<file path="config.mk">
export PLATFORM = sky130hd
export DESIGN_NAME = keypad_scanner
export DESIGN_NICKNAME = d
export VERILOG_FILES = /design/src/rtl/keypad_scanner.sv
export SDC_FILE = /design/constraint.sdc
export NUM_CORES = 1
export LEC_CHECK = 0
export ABC_AREA = 1
export BUFFER_PORTS_ARGS = -buffer_cell sky130_fd_sc_hd__buf_2
export CAP_MARGIN = 5
export CORE_UTILIZATION = 65
export CTS_CLUSTER_SIZE = 8
export DETAILED_ROUTE_END_ITERATION = 10
export GPL_TIMING_DRIVEN = 1
export PLACE_DENSITY = 0.92
export SETUP_SLACK_MARGIN = 0.2
export SLEW_MARGIN = 25
export SYNTH_ARGS = -nofsm -noshare
export SYNTH_HDL_FRONTEND = slang
export SYNTH_SLANG_ARGS = --single-unit
</file>
<file path="constraint.sdc">
create_clock -name clk -period 17.38 [get_ports clk]
set_input_delay 0.869 -clock clk [delete_from_list [all_inputs] [get_ports clk]]
set_output_delay 0.869 -clock clk [all_outputs]
set_load 0.005 [all_outputs]
</file>
<file path="src/rtl/keypad_scanner.sv">
// rtl/keypad_scanner.sv - 4x4 keypad column scanner with whole-scan debounce and key strobes
module keypad_scanner #(
    parameter int SCAN_CYCLES    = 8,
    parameter int DEBOUNCE_SCANS = 4
) (
    input  logic       clk,
    input  logic       rst_n,
    input  logic [3:0] row_in,
    output logic [3:0] col_drive,
    output logic [3:0] digit,
    output logic       valid,
    output logic       cmd_valid,
    output logic       key_held
);
    localparam int DW = $clog2(SCAN_CYCLES);
    localparam int CW = $clog2(DEBOUNCE_SCANS + 1);

    typedef enum logic [1:0] {IDLE, DEBOUNCE, HELD, RELEASE} state_t;

    logic [3:0]    row_s1, row_s2;
    logic [DW-1:0] dwell;
    logic [1:0]    col;
    logic [11:0]   keys_lo;
    logic [15:0]   scan_now;
    logic          sample, scan_done;
    logic [4:0]    nkeys;
    logic [3:0]    hit, hit_code;
    logic          one, none;
    state_t        state, state_n;
    logic [CW-1:0] cnt, cnt_n;
    logic [3:0]    cand, cand_n, digit_n;
    logic          valid_n, cmd_n;
    logic          accept;
    logic [3:0]    accept_code;

    function automatic logic [3:0] keycode(input logic [3:0] rc);
        case (rc)
            4'd0:  keycode = 4'h1;
            4'd1:  keycode = 4'h2;
            4'd2:  keycode = 4'h3;
            4'd3:  keycode = 4'hA;
            4'd4:  keycode = 4'h4;
            4'd5:  keycode = 4'h5;
            4'd6:  keycode = 4'h6;
            4'd7:  keycode = 4'hB;
            4'd8:  keycode = 4'h7;
            4'd9:  keycode = 4'h8;
            4'd10: keycode = 4'h9;
            4'd11: keycode = 4'hC;
            4'd12: keycode = 4'hE;
            4'd13: keycode = 4'h0;
            4'd14: keycode = 4'hF;
            default: keycode = 4'hD;
        endcase
    endfunction

    always_ff @(posedge clk or negedge rst_n) begin
        if (!rst_n) begin
            row_s1 <= 4'hF;
            row_s2 <= 4'hF;
        end else begin
            row_s1 <= row_in;
            row_s2 <= row_s1;
        end
    end

    assign sample    = (dwell == DW'(SCAN_CYCLES - 1));
    assign scan_done = sample && (col == 2'd3);
    assign col_drive = ~(4'b0001 << col);

    // keys_lo holds columns 0..2 (bit = col*4+row); column 3 is taken live at the final sample
    always_ff @(posedge clk or negedge rst_n) begin
        if (!rst_n) begin
            dwell   <= '0;
            col     <= 2'd0;
            keys_lo <= '0;
        end else if (sample) begin
            dwell <= '0;
            col   <= col + 2'd1;
            case (col)
                2'd0:    keys_lo[3:0]  <= ~row_s2;
                2'd1:    keys_lo[7:4]  <= ~row_s2;
                2'd2:    keys_lo[11:8] <= ~row_s2;
                default: ;
            endcase
        end else begin
            dwell <= dwell + DW'(1);
        end
    end

    assign scan_now = {~row_s2, keys_lo};

    always_comb begin
        nkeys = '0;
        hit   = '0;
        for (int i = 0; i < 16; i++) begin
            if (scan_now[i]) begin
                nkeys = nkeys + 5'd1;
                hit   = i[3:0];
            end
        end
    end

    assign one      = (nkeys == 5'd1);
    assign none     = (nkeys == 5'd0);
    assign hit_code = keycode({hit[1:0], hit[3:2]});

    always_ff @(posedge clk or negedge rst_n) begin
        if (!rst_n) begin
            state     <= IDLE;
            cnt       <= '0;
            cand      <= '0;
            digit     <= '0;
            valid     <= 1'b0;
            cmd_valid <= 1'b0;
        end else begin
            state     <= state_n;
            cnt       <= cnt_n;
            cand      <= cand_n;
            digit     <= digit_n;
            valid     <= valid_n;
            cmd_valid <= cmd_n;
        end
    end

    always_comb begin
        state_n     = state;
        cnt_n       = cnt;
        cand_n      = cand;
        accept      = 1'b0;
        accept_code = cand;
        if (scan_done) begin
            case (state)
                IDLE: if (one) begin
                    cand_n = hit_code;
                    cnt_n  = CW'(1);
                    if (DEBOUNCE_SCANS == 1) begin
                        accept      = 1'b1;
                        accept_code = hit_code;
                        state_n     = HELD;
                    end else begin
                        state_n = DEBOUNCE;
                    end
                end
                DEBOUNCE: if (one && hit_code == cand) begin
                    cnt_n = cnt + CW'(1);
                    if (cnt + CW'(1) == CW'(DEBOUNCE_SCANS)) begin
                        accept  = 1'b1;
                        state_n = HELD;
                    end
                end else if (one) begin
                    cand_n = hit_code;
                    cnt_n  = CW'(1);
                end else begin
                    state_n = IDLE;
                end
                HELD: if (none) begin
                    cnt_n   = CW'(1);
                    state_n = (DEBOUNCE_SCANS == 1) ? IDLE : RELEASE;
                end
                default: if (none) begin
                    cnt_n = cnt + CW'(1);
                    if (cnt + CW'(1) == CW'(DEBOUNCE_SCANS))
                        state_n = IDLE;
                end else begin
                    state_n = HELD;
                end
            endcase
        end
        digit_n = accept ? accept_code : digit;
        valid_n = accept && (accept_code <= 4'd9);
        cmd_n   = accept && (accept_code > 4'd9);
    end

    assign key_held = (state == HELD) || (state == RELEASE);
endmodule

</file>
==> metrics.md, run 1 <==
| Metric | Value |
|---|---|
| Initial antenna violation count | `0` |
| Fin area | `4120 um^2` |
| Initial core utilization | `68.8%` |
| CTS tree | `built` |
| Via density per instance | `5.29` |
| Final setup TNS | `0 ns` |
| Most used cell along the critical path | `nand2_1` |
| Share of post-route cells with drive strength above 1 | `19.0%` |
| # port buffers | `16` |
| Gr usage total | `28.1%` |
| Reg clk slew, reported paths | `0.08 ns` |
| RSZ-0062 raised after global routing | `no` |
| Final Hold Vio Count | `0` |
| Outcome | `completed` |
| Drt drc | `0` |
| CP max-delay cell | `dfrtp_1` |
| R2r worst-path depth | `59` |
| Peak Freq | `107 MHz` |
| Net Sw Power | `0.156 mW` |
| Final std cells w/o fill | `676` |
| Synth Instances | `584` |
| Clock power share | `17.4%` |
| Synth top area share | `20.6%` |
| Worst setup startpoint | `keys_lo[0]` |
| Critical path depth in cells | `59` |
| Yosys reg bits | `40` |
| Iter 0 DRT Violations | `169` |
| Synth cell types | `40` |
| Pwr dens | `83.7 nW/um^2` |
| Root buffer cell | `clkbuf_8` |
| Hold WS | `0.348 ns` |
| Min-delay worst type | `register to register` |
| DR pass1 iterations | `4` |
| I/O Pins | `17` |
| YS warnings | `0` |
| First-pass GRT wire length | `14200 um` |
| Maxcap violations | `0` |
| Nets@finish | `640` |
| Final worst clock skew | `0.0133 ns` |
| Routed vias | `3577` |
| Post-synth EDFFs | `0` |
| Dpl cell area | `4040 um^2` |
| Int Pwr | `0.190 mW` |
| CTS resizes | `0` |
| Number of global-route vias before repair | `3479` |
| Final Critical Period | `9.34 ns` |
| Gpl congestion | `0.889` |
| Placed cells | `668` |
| Most frequent cell after synthesis | `nand2_1` |
| Hold_sp | `row_s1[1]` |
| Full die area | `6280 um^2` |
| CP peak stage delay | `0.38 ns` |
| H-Tree Depth | `2` |
| Row count | `27` |
| Clock latency on the worst-skew pair | `0.29 ns` |
| GRT overflow | `0` |
| Max FO, Critical Path | `5` |
| Logic pwr share | `50.9%` |
| Sw Ratio | `45.1%` |
| CP delay by family, top | `simple AND/OR/NAND/NOR gates` |
| Hold Buf Count CTS | `0` |
| Ant diodes | `0` |
| Crit path DAT | `9.56 ns` |
| # Post-CTS Setup Buffers | `0` |
| Clock sink count | `40` |
| Critical path launch point type | `register` |
| Asr flop ratio synth | `100%` |
| FF-to-FF setup slack | `8.04 ns` |
| Final setup viols | `0` |
| Post-synthesis sequential area ratio | `26.0%` |
| Final Max Slew Viols | `0` |
| Slew headroom | `42.9%` |
| Final period util | `53.7%` |
| Total CTS buffers | `5` |
| Share of power burned in registers | `31.7%` |
| WL per Instance | `11.9 um` |
| Critical path buffers and inverters | `8` |
| Nature of the critical path endpoint | `register` |
| Cell Area, Synth | `3880 um^2` |
| Post-synth top cells | `nand2_1, inv_1, nor2_1` |
| Detailed-route wire length | `8020 um` |
| Post-DP HPWL | `6150 um` |
| Top FF cell, synth | `dfrtp_1` |
| Tightest Pin Transition | `0.857 ns` |
| Max rail drop VDD | `102 uV` |
| Synth top area cells | `dfrtp_1, nand2_1, ha_1` |
| Hold path depth | `0` |
| Chip width | `79.3 um` |
| Worst-case clock buffer depth | `2` |
| Worst EP required | `17.60 ns` |
| Leak Pwr | `2.45 nW` |
| Post-Syn Area per Cell | `6.65 um^2` |
| Die height | `79.3 um` |
| ANT nets after route | `0` |
| R2r startpoint | `keys_lo[0]` |
| Largest net degree at the start of global routing | `41` |
| Core region area | `5640 um^2` |
| Total Power | `0.345 mW` |
| Synthesized Nets | `621` |
| Setup CP Type | `register to register` |
| Leading area contributor after synthesis | `dfrtp_1` |
| Area Growth Syn to Fin | `6.25%` |
-- sequential cells by signal, indices dropped and copies added (netlist names), 2 cells and up --
| signal | cells |
|---|---|
| row_s1 | 4 |
| col | 2 |
| accept_code | 4 |
| row_s2 | 4 |
| state | 2 |
| keys_lo | 12 |
| dwell | 3 |
| cnt | 3 |
| digit | 4 |
-- routing by layer --
metal / vias to the layer above / global-route usage (%) / routed length [um]
met5: - / 0 / 0
met4: 0 / 11.8 / 205
met3: 24 / 2.99 / 294
met2: 89 / 51.5 / 3990
met1: 1611 / 33.0 / 3530
li1: 1853 / - / -
-- worst reg2reg max path, delay by kind of cell, from the launching register on --
| kind | cells | cell delay [ns] |
|---|---|---|
| AO/OA/AOI/OAI | 2 | 0.20 |
| adder cells (fa/ha/maj) | 14 | 3.87 |
| buffers and inverters | 8 | 0.48 |
| flip-flops | 1 | 0.38 |
| AND/OR/NAND/NOR | 35 | 4.33 |
-- final cells by class --
cell class	count	area [um^2]
Clock inverter	2	12.5
Inverter	109	409
Multi-Input combinational cell	431	2450
Tap cell	72	90.1
Fill cell	411	1520
Timing Repair Buffer	16	80.1
Sequential cell	40	1010
Clock buffer	6	72.6
-- logic make-up (layout without fill, tap and decap cells) --
kind of cell             count (synthesis)  count (layout)  synth area share [%]
buffers and inverters                  113             133                  11.0
AND/OR/NAND/NOR                        343             343                  44.3
adder cells (fa/ha/maj)                 31              31                  9.99
flip-flops                              40              40                  26.0
AO/OA/AOI/OAI                           51              51                  7.25
XOR/XNOR                                 6               6                  1.35
-- layout by cell type, fill, tap and decap left out, drive strengths merged --
cell type  count
inv          108
xnor2          1
ha            31
dfrtp         32
nand4          2
buf           16
a21boi         1
nor4           2
clkinvlp       1
o21ai         35
nand2        212
nand3         63
nor2          48
nand3b         6
o22ai          1
xor2           5
o21bai         1
a21oi         11
and2           1
o31ai          1
clkinv         2
dfstp          8
nor3           3
or2            6
o211ai         1
clkbuf         6
-- per-stage QoR --
stage          utilization [%]  setup WS (ns)
3_5_place_dp              71.6           8.12
4_1_cts                   73.1           8.04
6_report                  73.1           8.04
5_1_grt                   73.1           7.33
3_3_place_gp              71.5           8.60
2_1_floorplan                -           8.85
-- final timing paths --
path	endpoint
hold / removal	row_s2[1]
setup reg to reg	state[0]
min in group asynchronous	cnt[2]
max in group asynchronous	col[1]
hold reg to reg	row_s2[1]
setup / recovery	state[0]
-- power by group through the flow --
stage	sequential [mW]	combinational, mW	clock (mW)
3_5_place_dp	0.110	0.172	0
2_1_floorplan	0.107	0.145	0
6_report	0.109	0.176	0.0601
4_1_cts	0.109	0.175	0.0610
5_1_grt	0.110	0.202	0.0648
3_3_place_gp	0.110	0.163	0
Power figures use the tool's default switching activity.
==> inputs of run 2 (changes only) <==
Settings changed: CORE_UTILIZATION 65 to 57, PLACE_DENSITY 0.92 to 0.87.
Clock period 17.38 ns to 7.8 ns, I/O delays scaled along.
==> run 2 against run 1 <==
  * The run now ends with setup timing left
  * Combinational power grew to 3.9 times the previous value
  * First-iteration DRC count grew to 3.6 times the previous value
  * Die area grew 14%
  * Maximum frequency grew 8.0%
  * Utilization grew 4.7 points
  * Worst setup slack lost 8.9 ns
  * Critical path type unchanged
==> metrics.md, run 2 (synthesis gave the netlist of run 1 again) <==
| Metric | Value |
|---|---|
| Outcome | `complete, but fails checks` |
| Failing checks | `setup timing` |
| Storage cell area | `1010 um^2 (unchanged)` |
| GRT overflow | `0 (unchanged)` |
| Final worst clock skew | `0.0146 ns (+0.00133 ns)` |
| Most common cell after layout, fill and taps aside | `nand2_1` |
| Iter 0 DRT Violations | `613 (+260%)` |
| Row count | `29 (+7.4%)` |
| Pwr dens | `223 nW/um^2 (+170%)` |
| FF-to-FF setup slack | `-0.85 ns (-8.89 ns)` |
| Final Hold Vio Count | `0 (unchanged)` |
| Post-DP HPWL | `6500 um (+5.6%)` |
| Nature of the critical path endpoint | `register` |
| Final Critical Period | `8.65 ns (-0.693 ns)` |
| Min-delay worst type | `input pin to register` |
| First-pass GRT wire length | `17300 um (+22%)` |
| Crit path DAT | `8.91 ns (-0.65 ns)` |
| Total Power | `1.12 mW (+220%)` |
| Dpl cell area | `4360 um^2 (+8.0%)` |
| Hold path depth | `1 (+1)` |
| Leak Pwr | `2.81 nW (+15%)` |
| Routed vias | `4782 (+34%)` |
| Reg-to-reg endpoint | `cnt[0]` |
| Initial antenna violation count | `0 (unchanged)` |
| # fillers | `340 (-17%)` |
| Die height | `84.5 um (+6.6%)` |
| R2r worst-path depth | `56 (-5.1%)` |
| Largest net degree at the start of global routing | `41 (unchanged)` |
| CP peak stage delay | `0.44 ns (+0.06 ns)` |
| RSZ-0062 raised after global routing | `yes` |
| Root buffer cell | `clkbuf_8` |
| Worst EP required | `8.06 ns (-9.54 ns)` |
| Critical path launch point type | `register` |
| Gpl congestion | `0.902 (+1.4%)` |
| Chip width | `84.5 um (+6.6%)` |
| Gr usage total | `29.8% (+1.7 points)` |
| Full die area | `7140 um^2 (+14%)` |
| WL per Instance | `20.4 um (+72%)` |
| Most frequent cells in the layout | `nand2_1, inv_1, nand2_2, buf_4, nor2_1` |
| Utilization after layout | `77.8% (+4.7 points)` |
| Setup CP Type | `register to register` |
| Final Max Slew Viols | `0 (unchanged)` |
| Drt drc | `0 (unchanged)` |
| Hold_sp | `row_in[1]` |
| Max rail drop VDD | `194 uV (+90%)` |
| Detailed-route wire length | `15000 um (+87%)` |
| Worst setup margin | `-0.846 ns (-8.89 ns)` |
| # port buffers | `16 (unchanged)` |
| Tightest Pin Transition | `0.939 ns (+0.0817 ns)` |
| Slew headroom | `36.9% (-6.0 points)` |
| Post-Place Setup Slack | `-0.462 ns (-8.59 ns)` |
| Worst-case clock buffer depth | `2 (unchanged)` |
| Peak Freq | `116 MHz (+8.0%)` |
| Hold-critical path endpoint | `row_s1[1]` |
| Share of post-route cells with drive strength above 1 | `36.5% (+17 points)` |
| Fin area | `5030 um^2 (+22%)` |
| CTS tree | `built` |
| I/O Pins | `17 (unchanged)` |
| Maxcap violations | `0 (unchanged)` |
| Clock latency on the worst-skew pair | `0.32 ns (+0.03 ns)` |
| Final period util | `111% (+57 points)` |
| ANT nets after route | `0 (unchanged)` |
| Reg clk slew, reported paths | `0.10 ns (+0.02 ns)` |
| Number of global-route vias before repair | `3976 (+14%)` |
| Area occupied by multi-input gates | `2890 um^2 (+18%)` |
| Ant diodes | `0 (unchanged)` |
| DR pass1 iterations | `7 (+3)` |
| Placed cells | `697 (+4.3%)` |
| Clock sink count | `40 (unchanged)` |
| H-Tree Depth | `2 (unchanged)` |
| Most flops, register | `keys_lo` |
| Max reg flops | `12 (unchanged)` |
| Core region area | `6460 um^2 (+14%)` |
| Initial core utilization | `60.1% (-8.7 points)` |
| Max FO, Critical Path | `3 (-2)` |
| Final std cells w/o fill | `734 (+8.6%)` |
| CP max-delay cell | `dfrtp_1` |
| Via density per instance | `6.51 (+23%)` |
| R2r startpoint | `keys_lo[1]` |
| Total CTS buffers | `5 (unchanged)` |
| Area Growth Syn to Fin | `29.5%` |
| Nets@finish | `693 (+8.3%)` |
| Final setup viols | `15 (+15)` |
## run 2: cell count changes in the layout (fill, tap and decap cells not counted), moves of 7 or more
cell / before / now
buf_4: 0 / 47
ha_1: 31 / 17
ha_4: 0 / 13
inv_1: 99 / 91
inv_2: 9 / 16
nand2_1: 172 / 140
nand2_2: 38 / 54
nand2_4: 2 / 18
## run 2: layer usage
layer | vias to the layer above | GRT usage [%] | share of wire (%)
met2 | 491 | 56.8 | 45
met1 | 2123 | 34.0 | 32
met4 | 0 | 10.8 | 10
met5 | - | 0 | 0
li1 | 1964 | - | -
met3 | 204 | 3.34 | 13
## run 2: worst max path at each step
stage / slack (ns) / cells after the start / to / start
floorplan: -0.15 / 58 / state[1] / keys_lo[1]
global placement: -0.14 / 57 / accept_code[2] / keys_lo[1]
detailed placement: -0.46 / 57 / accept_code[2] / keys_lo[1]
CTS: -0.12 / 56 / cmd_valid / keys_lo[1]
global route: -1.13 / 59 / cnt[0] / keys_lo[0]
finish: -0.85 / 56 / cnt[0] / keys_lo[1]
## run 2: final cells by class
type                    count  area share, %
clock buffers               5           1.37
clock inverters             3          0.921
inverters                 109           8.19
multi-input cells         432           57.6
flip-flops and latches     40           20.1
well taps                  77           1.92
repair buffers             68           9.91
## run 2: repair_timing
item / 4_1_cts / 5_1_grt
cloned: 0 / 1
hold buffers: 0 / 0
resized for setup: 18 / 50
pin swaps: 12 / 32
setup buffers: 22 / 6
endpoints found under the setup margin: 15 / 15
endpoints found under the hold margin: 0 / 0
## run 2: power by group
group	switching, mW	internal [mW]
Combinational	0.410	0.278
Clock	0.0854	0.0965
Sequential	0.0248	0.224
Total	0.520	0.599
## run 2: metrics by stage
stage / setup TNS [ns] / hold WS (ns)
6_report: -10.84 / 0.176
5_1_grt: -15.55 / 0.172
4_1_cts: -1.42 / 0.180
3_5_place_dp: -5.97 / 0.348
3_3_place_gp: -1.26 / 0.346
2_1_floorplan: -1.13 / 0.0944
## run 2: worst max-delay path: cells and delay by family, from the launching register on
kind | cells | cell delay, ns
AND/OR/NAND/NOR | 31 | 3.77
buffers and inverters | 8 | 0.64
flip-flops | 1 | 0.44
adder cells (fa/ha/maj) | 14 | 3.28
AO/OA/AOI/OAI | 3 | 0.45
